**src/rtl/mem_access_unit_if.sv**
```systemverilog
// Data-bus bundle between the MEM-stage load/store engine and memory.
// Single-cycle ack handshake; the master holds req and the request fields until ack.
interface mem_access_unit_if;
    logic        req;
    logic        we;
    logic [31:0] addr;
    logic [3:0]  sel;
    logic [31:0] wdata;
    logic [31:0] rdata;
    logic        ack;

    modport master (output req, we, addr, sel, wdata, input rdata, ack);
    modport slave  (input req, we, addr, sel, wdata, output rdata, ack);
endinterface

```
**src/rtl/mem_access_unit.sv**
```systemverilog
// MEM-stage load/store engine: big-endian lane steering, req/ack bus transaction
// with timeout, load extension, and writeback forwarding with pipeline stall.
module mem_access_unit #(
    parameter int unsigned TIMEOUT_CYCLES = 255,
    parameter int unsigned CNT_W          = 8
) (
    input  logic                clk,
    input  logic                rst,
    input  logic [7:0]          aluop_i,
    input  logic [31:0]         mem_addr_i,
    input  logic [31:0]         reg2_i,
    input  logic [4:0]          wreg_addr_i,
    input  logic                wreg_enable_i,
    input  logic [31:0]         wdata_i,
    output logic [4:0]          wreg_addr_o,
    output logic                wreg_enable_o,
    output logic [31:0]         wdata_o,
    output logic                stallreq,
    output logic                misalign_o,
    output logic                buserr_o,
    mem_access_unit_if.master   dbus
);
    localparam logic [7:0] OP_LB  = 8'b1110_0000;
    localparam logic [7:0] OP_LH  = 8'b1110_0001;
    localparam logic [7:0] OP_LW  = 8'b1110_0011;
    localparam logic [7:0] OP_LBU = 8'b1110_0100;
    localparam logic [7:0] OP_LHU = 8'b1110_0101;
    localparam logic [7:0] OP_SB  = 8'b1110_1000;
    localparam logic [7:0] OP_SH  = 8'b1110_1001;
    localparam logic [7:0] OP_SW  = 8'b1110_1011;

    // Counter value seen in the last ACCESS cycle before the timeout aborts.
    localparam logic [CNT_W-1:0] LAST_CNT =
        CNT_W'((TIMEOUT_CYCLES == 0) ? 0 : TIMEOUT_CYCLES - 1);

    typedef enum logic [1:0] {SZ_B, SZ_H, SZ_W} size_e;
    typedef enum logic [1:0] {IDLE, ACCESS, DONE} state_e;

    state_e      state, state_d;
    logic [CNT_W-1:0] cnt;
    logic [31:0] result;
    logic [31:0] addr_q, wdata_q;
    logic [3:0]  sel_q;
    logic        we_q, load_q, signed_q, buserr_q;
    logic [1:0]  off_q;
    size_e       size_q;

    // Decode of the incoming op.
    logic        is_mem, is_load, is_signed, misaligned;
    size_e       size;
    logic [3:0]  sel_d;
    logic [31:0] wdata_d;

    always_comb begin
        is_mem    = 1'b1;
        is_load   = 1'b0;
        is_signed = 1'b0;
        size      = SZ_W;
        unique case (aluop_i)
            OP_LB:   begin is_load = 1'b1; is_signed = 1'b1; size = SZ_B; end
            OP_LBU:  begin is_load = 1'b1; size = SZ_B; end
            OP_LH:   begin is_load = 1'b1; is_signed = 1'b1; size = SZ_H; end
            OP_LHU:  begin is_load = 1'b1; size = SZ_H; end
            OP_LW:   is_load = 1'b1;
            OP_SB:   size = SZ_B;
            OP_SH:   size = SZ_H;
            OP_SW:   size = SZ_W;
            default: is_mem = 1'b0;
        endcase
        misaligned = is_mem && (((size == SZ_H) && mem_addr_i[0]) ||
                                ((size == SZ_W) && (mem_addr_i[1:0] != 2'b00)));
    end

    // Big-endian lanes: offset 0 is the most significant byte.
    always_comb begin
        sel_d   = 4'b1111;
        wdata_d = reg2_i;
        case (size)
            SZ_B: begin
                sel_d   = 4'b1000 >> mem_addr_i[1:0];
                wdata_d = {4{reg2_i[7:0]}};
            end
            SZ_H: begin
                sel_d   = mem_addr_i[1] ? 4'b0011 : 4'b1100;
                wdata_d = {2{reg2_i[15:0]}};
            end
            default: ;
        endcase
    end

    // Lane extraction of the returned word, using the fields latched at issue.
    logic [31:0] load_data;
    logic [7:0]  rd_byte;
    logic [15:0] rd_half;

    always_comb begin
        case (off_q)
            2'd0:    rd_byte = dbus.rdata[31:24];
            2'd1:    rd_byte = dbus.rdata[23:16];
            2'd2:    rd_byte = dbus.rdata[15:8];
            default: rd_byte = dbus.rdata[7:0];
        endcase
        rd_half = off_q[1] ? dbus.rdata[15:0] : dbus.rdata[31:16];
        case (size_q)
            SZ_B:    load_data = {{24{signed_q & rd_byte[7]}}, rd_byte};
            SZ_H:    load_data = {{16{signed_q & rd_half[15]}}, rd_half};
            default: load_data = dbus.rdata;
        endcase
    end

    // FSM next state and outputs.
    logic start, capture, abort, timeout_hit;
    logic wen_c, stall_c, misalign_c;
    logic [31:0] wdata_c;

    assign timeout_hit = (TIMEOUT_CYCLES != 0) && (cnt == LAST_CNT);

    always_comb begin
        state_d    = state;
        start      = 1'b0;
        capture    = 1'b0;
        abort      = 1'b0;
        wen_c      = 1'b0;
        stall_c    = 1'b0;
        misalign_c = 1'b0;
        wdata_c    = wdata_i;
        case (state)
            IDLE: begin
                if (!is_mem) begin
                    wen_c = wreg_enable_i;
                end else if (misaligned) begin
                    misalign_c = 1'b1;
                end else begin
                    start   = 1'b1;
                    stall_c = 1'b1;
                    state_d = ACCESS;
                end
            end
            ACCESS: begin
                stall_c = 1'b1;
                if (dbus.ack) begin
                    capture = 1'b1;
                    state_d = DONE;
                end else if (timeout_hit) begin
                    abort   = 1'b1;
                    state_d = DONE;
                end
            end
            DONE: begin
                state_d = IDLE;
                if (load_q) begin
                    wdata_c = result;
                    wen_c   = wreg_enable_i && !buserr_q;
                end
            end
            default: state_d = IDLE;
        endcase
    end

    // NOTE: the pass-through outputs are combinational from the inputs, so they
    // are forced low by rst directly; a state-only reset would leave them live.
    assign wreg_addr_o   = rst ? 5'd0  : wreg_addr_i;
    assign wreg_enable_o = !rst && wen_c;
    assign wdata_o       = rst ? 32'd0 : wdata_c;
    assign stallreq      = !rst && stall_c;
    assign misalign_o    = !rst && misalign_c;
    assign buserr_o      = buserr_q;

    assign dbus.req   = (state == ACCESS);
    assign dbus.we    = we_q;
    assign dbus.addr  = addr_q;
    assign dbus.sel   = sel_q;
    assign dbus.wdata = wdata_q;

    // NOTE: all state uses non-blocking assignments so every register samples
    // pre-edge values regardless of statement order.
    always_ff @(posedge clk or posedge rst) begin
        if (rst) begin
            state    <= IDLE;
            cnt      <= '0;
            result   <= '0;
            addr_q   <= '0;
            wdata_q  <= '0;
            sel_q    <= '0;
            we_q     <= 1'b0;
            load_q   <= 1'b0;
            signed_q <= 1'b0;
            off_q    <= 2'b00;
            size_q   <= SZ_W;
            buserr_q <= 1'b0;
        end else begin
            state    <= state_d;
            buserr_q <= abort;
            if (start) begin
                addr_q   <= {mem_addr_i[31:2], 2'b00};
                sel_q    <= sel_d;
                we_q     <= !is_load;
                wdata_q  <= wdata_d;
                load_q   <= is_load;
                signed_q <= is_signed;
                off_q    <= mem_addr_i[1:0];
                size_q   <= size;
                cnt      <= '0;
            end else if (state == ACCESS) begin
                cnt <= cnt + 1'b1;
            end
            if (capture && load_q) begin
                result <= load_data;
            end
        end
    end
endmodule
```
**src/flat_wrapper.sv**
```systemverilog
// flat-port wrapper written by rule: the top's interface ports become plain ports
module mem_access_unit_flat 
#(
    parameter int unsigned TIMEOUT_CYCLES = 255,
    parameter int unsigned CNT_W          = 8
)
  (clk, rst, aluop_i, mem_addr_i, reg2_i, wreg_addr_i, wreg_enable_i, wdata_i, wreg_addr_o, wreg_enable_o, wdata_o, stallreq, misalign_o, buserr_o, dbus_req, dbus_we, dbus_addr, dbus_sel, dbus_wdata, dbus_rdata, dbus_ack);
  mem_access_unit_if dbus_i ();
  input  logic clk;
  input  logic rst;
  input  logic [7:0] aluop_i;
  input  logic [31:0] mem_addr_i;
  input  logic [31:0] reg2_i;
  input  logic [4:0] wreg_addr_i;
  input  logic wreg_enable_i;
  input  logic [31:0] wdata_i;
  output logic [4:0] wreg_addr_o;
  output logic wreg_enable_o;
  output logic [31:0] wdata_o;
  output logic stallreq;
  output logic misalign_o;
  output logic buserr_o;
  output wire logic [$bits(dbus_i.req)-1:0] dbus_req;
  output wire logic [$bits(dbus_i.we)-1:0] dbus_we;
  output wire logic [$bits(dbus_i.addr)-1:0] dbus_addr;
  output wire logic [$bits(dbus_i.sel)-1:0] dbus_sel;
  output wire logic [$bits(dbus_i.wdata)-1:0] dbus_wdata;
  input wire logic [$bits(dbus_i.rdata)-1:0] dbus_rdata;
  input wire logic [$bits(dbus_i.ack)-1:0] dbus_ack;
  assign dbus_req = dbus_i.req;
  assign dbus_we = dbus_i.we;
  assign dbus_addr = dbus_i.addr;
  assign dbus_sel = dbus_i.sel;
  assign dbus_wdata = dbus_i.wdata;
  assign dbus_i.rdata = dbus_rdata;
  assign dbus_i.ack = dbus_ack;
  mem_access_unit #(.TIMEOUT_CYCLES(TIMEOUT_CYCLES), .CNT_W(CNT_W)) u_core (.clk(clk), .rst(rst), .aluop_i(aluop_i), .mem_addr_i(mem_addr_i), .reg2_i(reg2_i), .wreg_addr_i(wreg_addr_i), .wreg_enable_i(wreg_enable_i), .wdata_i(wdata_i), .wreg_addr_o(wreg_addr_o), .wreg_enable_o(wreg_enable_o), .wdata_o(wdata_o), .stallreq(stallreq), .misalign_o(misalign_o), .buserr_o(buserr_o), .dbus(dbus_i));
endmodule
```
**config.mk**
```make
export PLATFORM = sky130hd
export DESIGN_NAME = mem_access_unit_flat
export DESIGN_NICKNAME = d
export VERILOG_FILES = /design/src/rtl/mem_access_unit_if.sv /design/src/rtl/mem_access_unit.sv /design/src/flat_wrapper.sv
export SDC_FILE = /design/constraint.sdc
export NUM_CORES = 1
export LEC_CHECK = 0
export CAP_MARGIN = 25
export CORE_UTILIZATION = 43
export DETAILED_ROUTE_END_ITERATION = 8
export GPL_TIMING_DRIVEN = 0
export PLACE_DENSITY = 0.79
export SETUP_SLACK_MARGIN = 0.05
export SYNTH_ARGS = -nofsm -noshare
export SYNTH_HDL_FRONTEND = slang
export SYNTH_SLANG_ARGS = --single-unit
```
**constraint.sdc**
```tcl
create_clock -name clk -period 5.28 [get_ports clk]
set_input_delay 1.056 -clock clk [delete_from_list [all_inputs] [get_ports clk]]
set_output_delay 1.056 -clock clk [all_outputs]
set_load 0.02 [all_outputs]
```
==> qor.txt <==
Worst-Margin Slew = 0.714 ns
RSZ-0062 raised after global routing = no
ANT cells = 0
# hold bufs at CTS = 0
H-tree depth = 4
Dpl cell area = 8920 µm²
Largest net degree at the start of global routing = 61
Fmax achieved = 199 MHz
CTS resizes = 0
Fin crit period = 5.02 ns
Clock Pin Slew Worst Setup and Hold Paths = 0.05 ns
Async S/R FF share, synth = 1.00
Global route hottest layer = met2
Synthesis-stage register bit count = 116
Hold EP = u_core.result[12]
Share of cells above drive strength 1 = 0.152
Max clock buf depth = 2
Vias = 5778
Std-Cell Rows = 43
Clock latency on the worst-skew pair = 0.41 ns
CTS tree = built
Pins Over Slew Limit = 0
Cell accounting for the most synthesized area = dfrtp_1
Mapped Avg Cell Area = 9.74 µm²
Seq/Total Area, Yosys = 0.473
GRT Residual Overflow = 0
Final Instance Area = 9550 µm²
Pre-antenna DRT Iters = 5
Setup Viol. Count Final = 0
R2R depth = 7
First-pass GRT wire length = 30200 µm
PwrDens = 319 nW/µm²
Outcome = complete, no violations
Clock root cell = clkbuf_16
DP Wirelength = 14500 µm
Setup_tns = 0 ns
Reg-to-reg endpoint = u_core.result[28]
Synthesized instance count = 631
Die Width = 122 µm
Arrival time worst endpoint = 3.96 ns
Vias in the first global route = 5841
Clock skew = 0.00799 ns
Total I/O pin count = 256
Met2 usage = 0.452
Die area = 14800 µm²
Synth Flop Type = dfrtp_1
Synth-to-layout area growth = 55.5%
Number of synthesized flops with an enable pin = 0
Final period util = 0.950
Post-synthesis cell type count = 55
Fill cell count = 1121
Routed wire per std cell = 18.0 µm
CP max FO = 10
Top-area cell type share of the netlist area = 0.468
Nets = 1050
Gr usage total = 0.271
Vert. Die Dim = 122 µm
Post-CTS Setup Bufs = 0
IO Port Bufs = 251
CP Class = input port to primary output
Crit. End Element = primary output
Met3 GRT Util = 0.110
# DRC = 0
Pleak = 4.09 nW
Routed wire length = 19600 µm
Via density = 5.29
Clock buffer count from CTS = 17
Worst Hold Launch = u_core.result[12]
Syn. warnings = 0
Crit path from = aluop_i[6]
Grt met1 use = 0.315
Post-route ant nets = 0
Max_cap viols = 0
Max VDD drop = 0.225 mV
Hold Vio Cnt, Final = 0
Detailed Route Iter0 Violations = 413
Most common library cells after synthesis = 115 x dfrtp_1, 115 x nand2_1, 80 x mux2_2, 65 x a21oi_1, 48 x o21ai_0
Min-Delay Path Class = flop to flop
Largest cells by area after synthesis = dfrtp_1 47%, mux2_2 15%, nand2_1 7.0%, a21oi_1 5.3%, mux2i_1 3.9%
Clk sinks = 116
Startpoint Class = input port
Reg-to-reg slack, setup = 3.03 ns
Relative slew slack = 0.524
Mapped cell area = 6150 µm²
Core ar. = 13900 µm²
Initial antenna violation count = 0
Hold Crit Depth = 2
Placer Congestion = 0.887
CP required = 4.22 ns
Starting Density = 0.441
FF-to-FF Start = u_core.state[1]
[registers in the layout, summed over array words and instances (netlist names)]
signal / count
u_core.result: 32
u_core.load_q: 1
u_core.dbus.wdata: 32
u_core.off_q: 2
u_core.dbus.sel: 4
u_core.cnt: 8
u_core.dbus.addr: 30
u_core.signed_q: 1
u_core.size_q: 2
u_core.buserr_o: 1
u_core.dbus.we: 1
u_core.state: 2
[final cells by class]
type	count	area [µm²]	share of cell area
Clock inverter	10	181	0.0190
Multi-Input combinational cell	458	2960	0.309
Clock buffer	19	453	0.0474
Buffer	48	253	0.0265
Tap cell	180	225	0.0236
Sequential cell	116	2900	0.304
Inverter	10	42.5	0.00445
Timing Repair Buffer	252	2540	0.266
[how the worst max path moves through the flow]
stage	endpoint	slack, ns	cells past startpoint
final	stallreq	0.26	9
after global routing	stallreq	0.14	9
after CTS	stallreq	0.25	9
after detailed placement	stallreq	0.28	9
after global placement	u_core.dbus.addr[31]	-1.13	3
after floorplan	u_core.buserr_o	0.95	2
[worst max-delay path, cell delays in order]
cell and delay, ns:
clkdlybuf4s50_1 0.51, and4b_1 0.26, buf_2 0.20, nand4_2 0.25
a221oi_4 0.52, buf_6 0.24, buf_6 0.16, o21a_1 0.13
clkdlybuf4s50_1 0.62
[per-layer routing]
| metal | share of wire | up-vias |
|---|---|---|
| li1 | - | 2753 |
| met1 | 0.40 | 2732 |
| met2 | 0.48 | 264 |
| met3 | 0.11 | 29 |
| met4 | 0.018 | 0 |
| met5 | 0 | - |
[kinds of logic after synthesis]
| group | share of synthesized area |
|---|---|
| simple gates | 0.149 |
| compound gates | 0.136 |
| flops | 0.473 |
| mux | 0.189 |
| buf+inv | 0.0472 |
| fa+ha+maj | 0.00407 |
| other cells | 0.000610 |
| xor+xnor | 0.00143 |
[report_power, final]
| group | internal, mW | switching [mW] |
|---|---|---|
| clock | 0.851 | 0.397 |
| combinational | 0.379 | 0.361 |
| sequential | 0.989 | 0.0722 |
| total | 2.22 | 0.830 |
[through the flow]
stage                     setup WS (ns)  hold WS [ns]  cells  power (mW)  utilization
final                             0.261         0.481   1093        3.05        0.686
after detailed placement          0.278         0.471   1064        1.81        0.640
after global placement            -1.13         0.466   1063        1.80        0.638
after floorplan                   0.954         0.448    632        1.44            -
after global routing              0.139         0.502   1093        3.17        0.686
after CTS                         0.254         0.483   1093        3.06        0.686
[placed cells by master (no fill, tap or decap), types with 2 or more instances in the layout]
cell,count
nor4_1,3
nand2_1,115
a221o_1,2
mux2i_1,24
o22ai_1,9
nand3_1,8
nor2_1,36
a21oi_1,65
clkinv_2,3
dfrtp_1,115
nand2b_1,4
nor3_1,4
nor2b_1,8
a21o_1,2
clkbuf_1,32
o21ai_0,48
ha_1,2
buf_1,2
clkbuf_16,17
mux2_2,80
inv_1,7
a31oi_1,2
clkdlybuf4s50_1,251
clkbuf_8,2
buf_2,4
or3b_2,6
conb_1,2
o211ai_1,2
clkinv_1,2
bufinv_16,5
buf_6,8
or3_1,7
o31ai_1,3
nand4_1,2
buf_4,2
No activity file was read; power rests on OpenSTA's default activity.
